<file path="src/rtl/ram_arb_pkg.sv">
`default_nettype none
// ============================================================================
// Module      : ram_arb_pkg
// Description : Shared types and constants for the two-port RAM arbiter.
// Revision    : 1.0 - initial release
// ============================================================================
package ram_arb_pkg;

    localparam int DEF_ADDR_W = 4;
    localparam int DEF_DATA_W = 8;

    localparam logic P0 = 1'b0;
    localparam logic P1 = 1'b1;

    typedef enum logic [0:0] {
        INIT = 1'b0,
        RUN  = 1'b1
    } state_t;

endpackage
`default_nettype wire

</file>
<file path="src/rtl/ram_arbiter_if.sv">
`default_nettype none
// ============================================================================
// Module      : ram_arbiter_if
// Description : Requester, response and SyncRAM signals of the RAM arbiter.
// Revision    : 1.0 - initial release
// ============================================================================
interface ram_arbiter_if
    import ram_arb_pkg::*;
#(
    parameter int ADDR_W = DEF_ADDR_W,
    parameter int DATA_W = DEF_DATA_W
);
    logic              req0_valid;
    logic              req0_ready;
    logic              req0_we;
    logic [ADDR_W-1:0] req0_addr;
    logic [DATA_W-1:0] req0_wdata;
    logic              rsp0_valid;
    logic [DATA_W-1:0] rsp0_rdata;

    logic              req1_valid;
    logic              req1_ready;
    logic              req1_we;
    logic [ADDR_W-1:0] req1_addr;
    logic [DATA_W-1:0] req1_wdata;
    logic              rsp1_valid;
    logic [DATA_W-1:0] rsp1_rdata;

    logic              ram_we;
    logic [ADDR_W-1:0] ram_addr;
    logic [DATA_W-1:0] ram_din;
    logic [DATA_W-1:0] ram_dout;
    logic              init_done;

    modport slave (
        input  req0_valid, req0_we, req0_addr, req0_wdata,
        input  req1_valid, req1_we, req1_addr, req1_wdata,
        input  ram_dout,
        output req0_ready, rsp0_valid, rsp0_rdata,
        output req1_ready, rsp1_valid, rsp1_rdata,
        output ram_we, ram_addr, ram_din, init_done
    );

    modport master (
        output req0_valid, req0_we, req0_addr, req0_wdata,
        output req1_valid, req1_we, req1_addr, req1_wdata,
        output ram_dout,
        input  req0_ready, rsp0_valid, rsp0_rdata,
        input  req1_ready, rsp1_valid, rsp1_rdata,
        input  ram_we, ram_addr, ram_din, init_done
    );

endinterface
`default_nettype wire

</file>
<file path="src/rtl/ram_arbiter_rr_arb2.sv">
`default_nettype none
// ============================================================================
// Module      : rr_arb2
// Description : Two-requester round-robin picker, one-hot grant.
// Revision    : 1.0 - initial release
// ============================================================================
module rr_arb2
    import ram_arb_pkg::*;
(
    input  logic [1:0] i_req,
    input  logic       i_ptr,
    output logic [1:0] o_grant,
    output logic       o_next_ptr
);

    always_comb begin
        o_grant = 2'b00;
        case (i_req)
            2'b01:   o_grant = 2'b01;
            2'b10:   o_grant = 2'b10;
            2'b11:   o_grant = (i_ptr == P0) ? 2'b01 : 2'b10;
            default: o_grant = 2'b00;
        endcase

        // Pointer always lands on the port that was not just served.
        o_next_ptr = i_ptr;
        if (o_grant[0]) begin
            o_next_ptr = P1;
        end else if (o_grant[1]) begin
            o_next_ptr = P0;
        end
    end

endmodule
`default_nettype wire

</file>
<file path="src/rtl/ram_arbiter.sv">
`default_nettype none
// ============================================================================
// Module      : ram_arbiter
// Description : Clears a 16x8 SyncRAM after reset, then shares it between two
//               requesters with round-robin arbitration and read responses.
// Revision    : 1.0 - initial release
// ============================================================================
module ram_arbiter
    import ram_arb_pkg::*;
#(
    parameter int ADDR_W     = DEF_ADDR_W,
    parameter int DATA_W     = DEF_DATA_W,
    parameter int INIT_CLEAR = 1
) (
    input  logic          clk,
    input  logic          rst_n,
    ram_arbiter_if.slave  bus
);

    state_t            r_state;
    logic [ADDR_W-1:0] r_cnt;
    logic              r_ptr;
    logic              r_init_done;
    logic              r_pend;
    logic              r_tag;
    logic              r_rsp0_valid;
    logic              r_rsp1_valid;
    logic [DATA_W-1:0] r_rsp0_rdata;
    logic [DATA_W-1:0] r_rsp1_rdata;

    logic [1:0]        w_grant;
    logic              w_next_ptr;
    logic              w_run;
    logic              w_ram_we;
    logic [ADDR_W-1:0] w_ram_addr;
    logic [DATA_W-1:0] w_ram_din;
    logic              w_read_acc;

    rr_arb2 u_rr_arb2 (
        .i_req      ({bus.req1_valid, bus.req0_valid}),
        .i_ptr      (r_ptr),
        .o_grant    (w_grant),
        .o_next_ptr (w_next_ptr)
    );

    // Reset gates the combinational outputs so nothing reaches the RAM while held.
    assign w_run = rst_n && (r_state == RUN);

    always_comb begin
        w_ram_we   = 1'b0;
        w_ram_addr = '0;
        w_ram_din  = '0;
        if (rst_n && (r_state == INIT)) begin
            w_ram_we   = 1'b1;
            w_ram_addr = r_cnt;
        end else if (w_run && w_grant[1]) begin
            w_ram_we   = bus.req1_we;
            w_ram_addr = bus.req1_addr;
            w_ram_din  = bus.req1_wdata;
        end else if (w_run && w_grant[0]) begin
            w_ram_we   = bus.req0_we;
            w_ram_addr = bus.req0_addr;
            w_ram_din  = bus.req0_wdata;
        end
    end

    assign w_read_acc = w_run && (|w_grant) && !w_ram_we;

    assign bus.req0_ready = w_run && w_grant[0];
    assign bus.req1_ready = w_run && w_grant[1];
    assign bus.ram_we     = w_ram_we;
    assign bus.ram_addr   = w_ram_addr;
    assign bus.ram_din    = w_ram_din;
    assign bus.rsp0_valid = r_rsp0_valid;
    assign bus.rsp0_rdata = r_rsp0_rdata;
    assign bus.rsp1_valid = r_rsp1_valid;
    assign bus.rsp1_rdata = r_rsp1_rdata;
    assign bus.init_done  = r_init_done;

    always_ff @(posedge clk or negedge rst_n) begin
        if (!rst_n) begin
            r_state      <= (INIT_CLEAR != 0) ? INIT : RUN;
            r_cnt        <= '0;
            r_ptr        <= P0;
            r_init_done  <= 1'b0;
            r_pend       <= 1'b0;
            r_tag        <= P0;
            r_rsp0_valid <= 1'b0;
            r_rsp1_valid <= 1'b0;
            r_rsp0_rdata <= '0;
            r_rsp1_rdata <= '0;
        end else begin
            case (r_state)
                INIT: begin
                    r_cnt <= r_cnt + 1'b1;
                    if (r_cnt == {ADDR_W{1'b1}}) begin
                        r_state     <= RUN;
                        r_init_done <= 1'b1;
                    end
                end
                RUN: begin
                    r_init_done <= 1'b1;
                    if (|w_grant) begin
                        r_ptr <= w_next_ptr;
                    end
                end
                default: r_state <= INIT;
            endcase

            // Registered RAM read: dout is valid the cycle after the accept edge.
            r_pend <= w_read_acc;
            if (w_read_acc) begin
                r_tag <= w_grant[1] ? P1 : P0;
            end
            r_rsp0_valid <= r_pend && (r_tag == P0);
            r_rsp1_valid <= r_pend && (r_tag == P1);
            if (r_pend && (r_tag == P0)) begin
                r_rsp0_rdata <= bus.ram_dout;
            end
            if (r_pend && (r_tag == P1)) begin
                r_rsp1_rdata <= bus.ram_dout;
            end
        end
    end

endmodule
`default_nettype wire

</file>
<file path="src/flat_wrapper.sv">
// flat-port wrapper written by rule: the top's interface ports become plain ports
module ram_arbiter_flat import ram_arb_pkg::*;
#(
    parameter int ADDR_W     = DEF_ADDR_W,
    parameter int DATA_W     = DEF_DATA_W,
    parameter int INIT_CLEAR = 1
)
  (clk, rst_n, bus_req0_valid, bus_req0_we, bus_req0_addr, bus_req0_wdata, bus_req1_valid, bus_req1_we, bus_req1_addr, bus_req1_wdata, bus_ram_dout, bus_req0_ready, bus_rsp0_valid, bus_rsp0_rdata, bus_req1_ready, bus_rsp1_valid, bus_rsp1_rdata, bus_ram_we, bus_ram_addr, bus_ram_din, bus_init_done);
  ram_arbiter_if #(.ADDR_W(ADDR_W), .DATA_W(DATA_W)) bus_i ();
  input  logic clk;
  input  logic rst_n;
  input wire logic [$bits(bus_i.req0_valid)-1:0] bus_req0_valid;
  input wire logic [$bits(bus_i.req0_we)-1:0] bus_req0_we;
  input wire logic [$bits(bus_i.req0_addr)-1:0] bus_req0_addr;
  input wire logic [$bits(bus_i.req0_wdata)-1:0] bus_req0_wdata;
  input wire logic [$bits(bus_i.req1_valid)-1:0] bus_req1_valid;
  input wire logic [$bits(bus_i.req1_we)-1:0] bus_req1_we;
  input wire logic [$bits(bus_i.req1_addr)-1:0] bus_req1_addr;
  input wire logic [$bits(bus_i.req1_wdata)-1:0] bus_req1_wdata;
  input wire logic [$bits(bus_i.ram_dout)-1:0] bus_ram_dout;
  output wire logic [$bits(bus_i.req0_ready)-1:0] bus_req0_ready;
  output wire logic [$bits(bus_i.rsp0_valid)-1:0] bus_rsp0_valid;
  output wire logic [$bits(bus_i.rsp0_rdata)-1:0] bus_rsp0_rdata;
  output wire logic [$bits(bus_i.req1_ready)-1:0] bus_req1_ready;
  output wire logic [$bits(bus_i.rsp1_valid)-1:0] bus_rsp1_valid;
  output wire logic [$bits(bus_i.rsp1_rdata)-1:0] bus_rsp1_rdata;
  output wire logic [$bits(bus_i.ram_we)-1:0] bus_ram_we;
  output wire logic [$bits(bus_i.ram_addr)-1:0] bus_ram_addr;
  output wire logic [$bits(bus_i.ram_din)-1:0] bus_ram_din;
  output wire logic [$bits(bus_i.init_done)-1:0] bus_init_done;
  assign bus_i.req0_valid = bus_req0_valid;
  assign bus_i.req0_we = bus_req0_we;
  assign bus_i.req0_addr = bus_req0_addr;
  assign bus_i.req0_wdata = bus_req0_wdata;
  assign bus_i.req1_valid = bus_req1_valid;
  assign bus_i.req1_we = bus_req1_we;
  assign bus_i.req1_addr = bus_req1_addr;
  assign bus_i.req1_wdata = bus_req1_wdata;
  assign bus_i.ram_dout = bus_ram_dout;
  assign bus_req0_ready = bus_i.req0_ready;
  assign bus_rsp0_valid = bus_i.rsp0_valid;
  assign bus_rsp0_rdata = bus_i.rsp0_rdata;
  assign bus_req1_ready = bus_i.req1_ready;
  assign bus_rsp1_valid = bus_i.rsp1_valid;
  assign bus_rsp1_rdata = bus_i.rsp1_rdata;
  assign bus_ram_we = bus_i.ram_we;
  assign bus_ram_addr = bus_i.ram_addr;
  assign bus_ram_din = bus_i.ram_din;
  assign bus_init_done = bus_i.init_done;
  ram_arbiter #(.ADDR_W(ADDR_W), .DATA_W(DATA_W), .INIT_CLEAR(INIT_CLEAR)) u_core (.clk(clk), .rst_n(rst_n), .bus(bus_i));
endmodule
</file>
<file path="config.mk">
export PLATFORM = sky130hd
export DESIGN_NAME = ram_arbiter_flat
export DESIGN_NICKNAME = d
export VERILOG_FILES = /design/src/rtl/ram_arb_pkg.sv /design/src/rtl/ram_arbiter_if.sv /design/src/rtl/ram_arbiter_rr_arb2.sv /design/src/rtl/ram_arbiter.sv /design/src/flat_wrapper.sv
export SDC_FILE = /design/constraint.sdc
export NUM_CORES = 1
export LEC_CHECK = 0
export BUFFER_PORTS_ARGS = -buffer_cell sky130_fd_sc_hd__buf_2
export CORE_AREA = 2 2 58 60
export CTS_CLUSTER_DIAMETER = 80
export DETAILED_ROUTE_END_ITERATION = 10
export DIE_AREA = 0 0 60 62
export PLACE_DENSITY = 0.78
export SLEW_MARGIN = 20
export SYNTH_ARGS = -nofsm -noshare
export SYNTH_HDL_FRONTEND = slang
export SYNTH_HIERARCHICAL = 1
export SYNTH_SLANG_ARGS = --single-unit
</file>
<file path="constraint.sdc">
create_clock -name clk -period 1.8 [get_ports clk]
set_clock_uncertainty 0.05 [all_clocks]
set_input_delay 0.27 -clock clk [delete_from_list [all_inputs] [get_ports clk]]
set_output_delay 0.27 -clock clk [all_outputs]
set_load 0.03 [all_outputs]
</file>
==> Word level (Yosys, flattened, before mapping) <==
Cells that the tools add are included.
{ "totals": {"output_inout_bits": 34, "elab_cells": 48, "register_bits": 27, "input_bits": 38} }
{ "op_classes": {"add_sub_neg": 1, "n_bitwise": 2, "eq_ne": 5, "mux": 18, "reduce_logical": 12} }
{ "op_table": {"columns": ["cell", "count"], "rows": [
  ["$mux W8", 3],
  ["$mux W4", 3],
  ["$mux W1", 9],
  ["$logic_and A1 B1 Y1", 8],
  ["$pmux W2 S3", 1],
  ["$add A4 B1 Y4 const B", 1],
  ["$eq A2 B2 Y1 const B", 2],
  ["$eq A4 B4 Y1 const B", 1],
  ["$reduce_and A3 Y1", 1],
  ["$eq A2 B1 Y1 const B", 1],
  ["$mux W2", 1],
  ["$ne A2 B2 Y1 const B", 1],
  ["$not A1 Y1", 2],
  ["$pmux W1 S2", 1],
  ["$reduce_bool A2 Y1", 1],
  ["$reduce_or A2 Y1", 1],
  ["$logic_not A1 Y1", 1]
]} }

==> Logic depth before layout (Yosys ltp) <==
{ "logic_depth": {"depth_word": 8, "ltp_mapped": 5, "ltp_nobuf": 5} }

==> Cells and area by module <==
The synthesis kept the hierarchy.
{ "modules_own_cells": {"columns": ["module", "area_per_inst_um2", "n_inst", "seq_area_each_um2", "cells_each"], "rows": [
  ["ram_arbiter", 1300.0, 1, 675.6, 100],
  ["rr_arb2", 28.8, 1, 0.0, 5]
]} }

==> Least setup slack after synthesis <==
No wires, ideal clock.
{ "synth_path": {"kind": "reg2out", "from": "register u_core.r_ptr", "to": "output port bus_ram_addr[0]", "path_buffers": 1, "path_slack_ns": -0.115, "arrival_time_ns": 1.595, "t_required_ns": 1.480, "path_stages_with_launch": 6, "path_cell_list": "dfrtp_1 nand2b_1 and2_1 buf_2 nand4b_1 o211ai_1"} }
{ "synth_between": {"elab_cells_between_ends": 7, "classes_between": "5 x mux; 2 x reduce/logical"} }
{ "synth_rtl": {"columns": ["item", "line_no", "source"], "rows": [
  ["start, declared", "ram_arbiter.sv:22", "logic r_ptr;"],
  ["start signal, assigned", "ram_arbiter.sv:104", "r_ptr <= w_next_ptr;"],
  ["$mux W2", "ram_arbiter_rr_arb2.sv:21", "2'b11: o_grant = (i_ptr == P0) ? 2'b01 : 2'b10;"],
  ["$pmux W2 S3", "ram_arbiter_rr_arb2.sv:18", "case (i_req)"],
  ["net u_core.w_grant[1]", "ram_arbiter.sv:31", "logic [1:0] w_grant;"],
  ["$logic_and A1 B1 Y1", "ram_arbiter.sv:56", "end else if (w_run && w_grant[1]) begin"],
  ["$mux W4", "ram_arbiter.sv:56", null],
  ["$mux W4", "ram_arbiter.sv:53", "if (rst_n && (r_state == INIT)) begin"],
  ["end, declared", "flat_wrapper.sv:28", "output wire logic [$bits(bus_i.ram_addr)-1:0] bus_ram_addr;"]
]} }
The timed path passes the listed nets, and every way through them passes these cells.

==> Final worst setup path <==
{ "layout_path": {"from": "register u_core.r_ptr", "to": "output port bus_ram_din[0]"} }
{ "layout_between": {"elab_cells_between_ends": 7, "classes_between": "5 x mux; 2 x reduce/logical"} }
{ "layout_rtl": {"columns": ["item", "line_no", "source"], "rows": [
  ["$mux W2", "ram_arbiter_rr_arb2.sv:21", null],
  ["$pmux W2 S3", "ram_arbiter_rr_arb2.sv:18", null],
  ["net u_core.w_grant[1]", "ram_arbiter.sv:31", null],
  ["$logic_and A1 B1 Y1", "ram_arbiter.sv:56", null],
  ["$mux W8", "ram_arbiter.sv:56", null],
  ["$mux W8", "ram_arbiter.sv:53", null],
  ["end, declared", "flat_wrapper.sv:29", "output wire logic [$bits(bus_i.ram_din)-1:0] bus_ram_din;"]
]} }
The timed path passes the listed nets, and every way through them passes these cells.

==> results.md <==
* Htree depth at 1
* Primary FF master, synth: dfrtp_1
* Outcome: finished with violations
* Layout Cells excl Fill at 232
* Proportion of layout cells with a drive suffix above 1 at 62.90%
* GRT overflow at 0
* Setup CP Type: flip-flop to output port
* Total Routing Usage GR at 16.75%
* Hold Crit Class: primary input to flip-flop
* DP Wirelength at 2254 um
* Synth warn at 6
* Arr. time, crit path at 1780 ps
* Max-slew violations at 0
* Max-cap viol count at 0
* Nets@finish at 226
* DR pass1 iterations at 4
* Failing checks: setup timing
* Final WS setup at -302.1 ps
* Worst hold slack at 93.18 ps
* Endpoint class of the critical path: output port
* CTS clk-pin slew, worst paths at 150 ps
* ANT cells at 0
* IO buf count at 71
* Setup TNS at -3182 ps
* Die area at 3720 um^2
* Clock Sinks at 27
* Synth Instances at 105
* Number of global-route vias before repair at 1,074
* CP startpoint kind: flip-flop
* Area Overhead vs Synth at 47.55%
* ANT nets after route at 0
* Initial antenna violation count at 0
* CTS max path bufs at 2
* Final core utilization at 61.67%
* Seq. cell area at 676.9 um^2
* Syn_nets at 144
* Via Count at 1,146
* Vias per cell at 4.940
* Peak VDD IR at 0.4080 mV
* Cell count after placement at 221
* Final GP Congestion at 0.7339
* Period utilisation layout at 116.8%
* Hold Vio Cnt, Final at 0
* Number of synthesized register bits at 27
* DRC at 0
* Maximum clock rate at 0.4757 GHz
* Die Height at 62 um
* Post-synth EDFFs at 0
* Hold Crit Depth at 2
* Area occupied by multi-input gates at 639.4 um^2
* First-pass GRT wire length at 4712 um
* Lkg Pwr at 0.9870 nW
* Max-slew headroom at 77.68%
* Worst Path Required at 1480 ps
* Root buffer cell: clkbuf_4
* Rows at 21
* Setup-failing EPs final at 14
* Yosys cell types at 30
* Clock period minus final worst setup slack at 2102 ps
* R2r worst-path depth at 5
* Async set or reset register ratio after synthesis at 100.0%
* Routed wire length per instance at 13.62 um
* CTS tree: yes
* Seq/Total Area, Yosys at 50.85%
* Final wirelength at 3160 um
* Largest net degree at the start of global routing at 19
* Starting Density at 41.79%
* Filler cell count at 266
* Slew @ Worst Pin at 331.4 ps
* Clk_lat worst skew at 320 ps
* Maximum fanout along the worst path at 8
* DR iter-0 viols at 19
* Syn_area_per_cell at 12.65 um^2
* Die X at 60 um
* Unrepaired setup endpoints after global routing: true
* PD cells at 1136 nW/um^2
* Cell area after synthesis at 1329 um^2
* I/O pins at 72
* CTS Buf Count at 3
* Core area at 3179 um^2
## timing repair
action                     CTS  global route
hold endpoints to repair    27             0
hold buffers                 2             0
setup endpoints to repair   15            15
setup buffers                1             3
gates cloned                 1             0
pin swaps                    3             9
gates resized for setup     27            11
## logic make-up after synthesis
| kind of cell | share of synthesized area, % |
|---|---|
| flip-flops | 50.85 |
| AO/OA/AOI/OAI | 12.05 |
| AND/OR/NAND/NOR | 10.36 |
| multiplexers | 17.51 |
| buffers and inverters | 6.308 |
| XOR/XNOR | 1.978 |
| adder cells (fa/ha/maj) | 0.9415 |
## final timing paths
| path | startpoint | to | slack [ps] |
|---|---|---|---|
| min | bus_req0_we | u_core/r_pend$_DFF_PN0_ | 90 |
| min in group asynchronous | rst_n | u_core/r_ptr$_DFFE_PN0P_ | 350 |
| max | u_core/r_ptr$_DFFE_PN0P_ | bus_ram_din[0] | -300 |
| max reg2reg | u_core/r_ptr$_DFFE_PN0P_ | u_core/r_ptr$_DFFE_PN0P_ | 260 |
| min reg2reg | u_core/bus.init_done$_DFFE_PN0P_ | u_core/bus.init_done$_DFFE_PN0P_ | 430 |
| max in group asynchronous | rst_n | u_core/r_state$_DFF_PN0_ | 880 |
## cells in the final DEF (no fill, tap or decap), types with 2 or more instances in the layout
| cell type | instances |
|---|---|
| mux2_4 | 8 |
| nand2_2 | 3 |
| nand4b_1 | 2 |
| o211ai_1 | 2 |
| xnor2_1 | 3 |
| dfrtp_1 | 26 |
| nand3b_1 | 5 |
| mux2_2 | 10 |
| a31oi_4 | 2 |
| buf_6 | 14 |
| and2_4 | 2 |
| nand4_1 | 2 |
| a22o_1 | 8 |
| dlygate4sd3_1 | 2 |
| buf_4 | 10 |
| inv_1 | 6 |
| o21ai_0 | 5 |
| clkbuf_4 | 3 |
| buf_2 | 56 |
## stage by stage
| step | cell area [um^2] | worst slack (ps) | power, W |
|---|---|---|---|
| finish | 1961 | -302.1 | 0.002226 |
| global route | 1961 | -383.4 | 0.002362 |
| CTS | 1891 | -261.4 | 0.002199 |
| detailed placement | 1750 | 6.562 | 0.001879 |
| global placement | 1750 | 72.35 | 0.001853 |
| floorplan | 1364 | -50.45 | 0.001587 |
## power breakdown
group	total [W]	switching [W]	leakage [nW]	internal, W
Clock	0.000254	0.000171	0.0177	0.0000831
Sequential	0.000861	0.0000885	0.334	0.000773
Combinational	0.00111	0.000637	0.635	0.000474
## cell type report
cell class	count	area share, %
inverters	7	1.340
well taps	46	2.936
clock inverters	1	0.2553
multi-input cells	66	32.61
repair buffers	82	27.19
flip-flops and latches	27	34.52
clock buffers	3	1.149
## state kept, by name (all words and copies together), names as in the netlist
signal and flops:
u_core/bus.rsp0_rdata 8, u_core/bus.rsp1_rdata 8, u_core/r_cnt 4, u_core/bus.init_done 1, u_core/bus.rsp0_valid 1, u_core/bus.rsp1_valid 1, u_core/r_pend 1, u_core/r_ptr 1
u_core/r_state 1, u_core/r_tag 1
## Yosys cell counts, types with 2 or more instances
master | count | area share (%)
dfrtp_1 | 27 | 51
mux2_2 | 10 | 8.5
a22o_1 | 8 | 5.3
mux2_4 | 8 | 9.0
inv_1 | 6 | 1.7
nand3b_1 | 5 | 2.8
o21ai_0 | 5 | 1.9
buf_6 | 4 | 3.4
a31oi_1 | 3 | 1.4
nand2_1 | 3 | 0.85
xnor2_1 | 3 | 2.0
nand2b_1 | 2 | 0.94
nand4_1 | 2 | 0.94
nand4b_1 | 2 | 1.3
o211ai_1 | 2 | 1.1
## layer usage
layer / track usage [%] / part of all wire [%]
met1: 21.10 / 43
met2: 28.42 / 49
met3: 3.727 / 7.1
met4: 6.032 / 0.54
met5: 0 / 0
## critical path, stage by stage (launching register included)
cell	delay, ps
dfrtp_1	440
nand2b_4	160
and2_4	150
and4b_2	380
a22o_1	190
buf_6	140
Power figures use the tool's default switching activity.
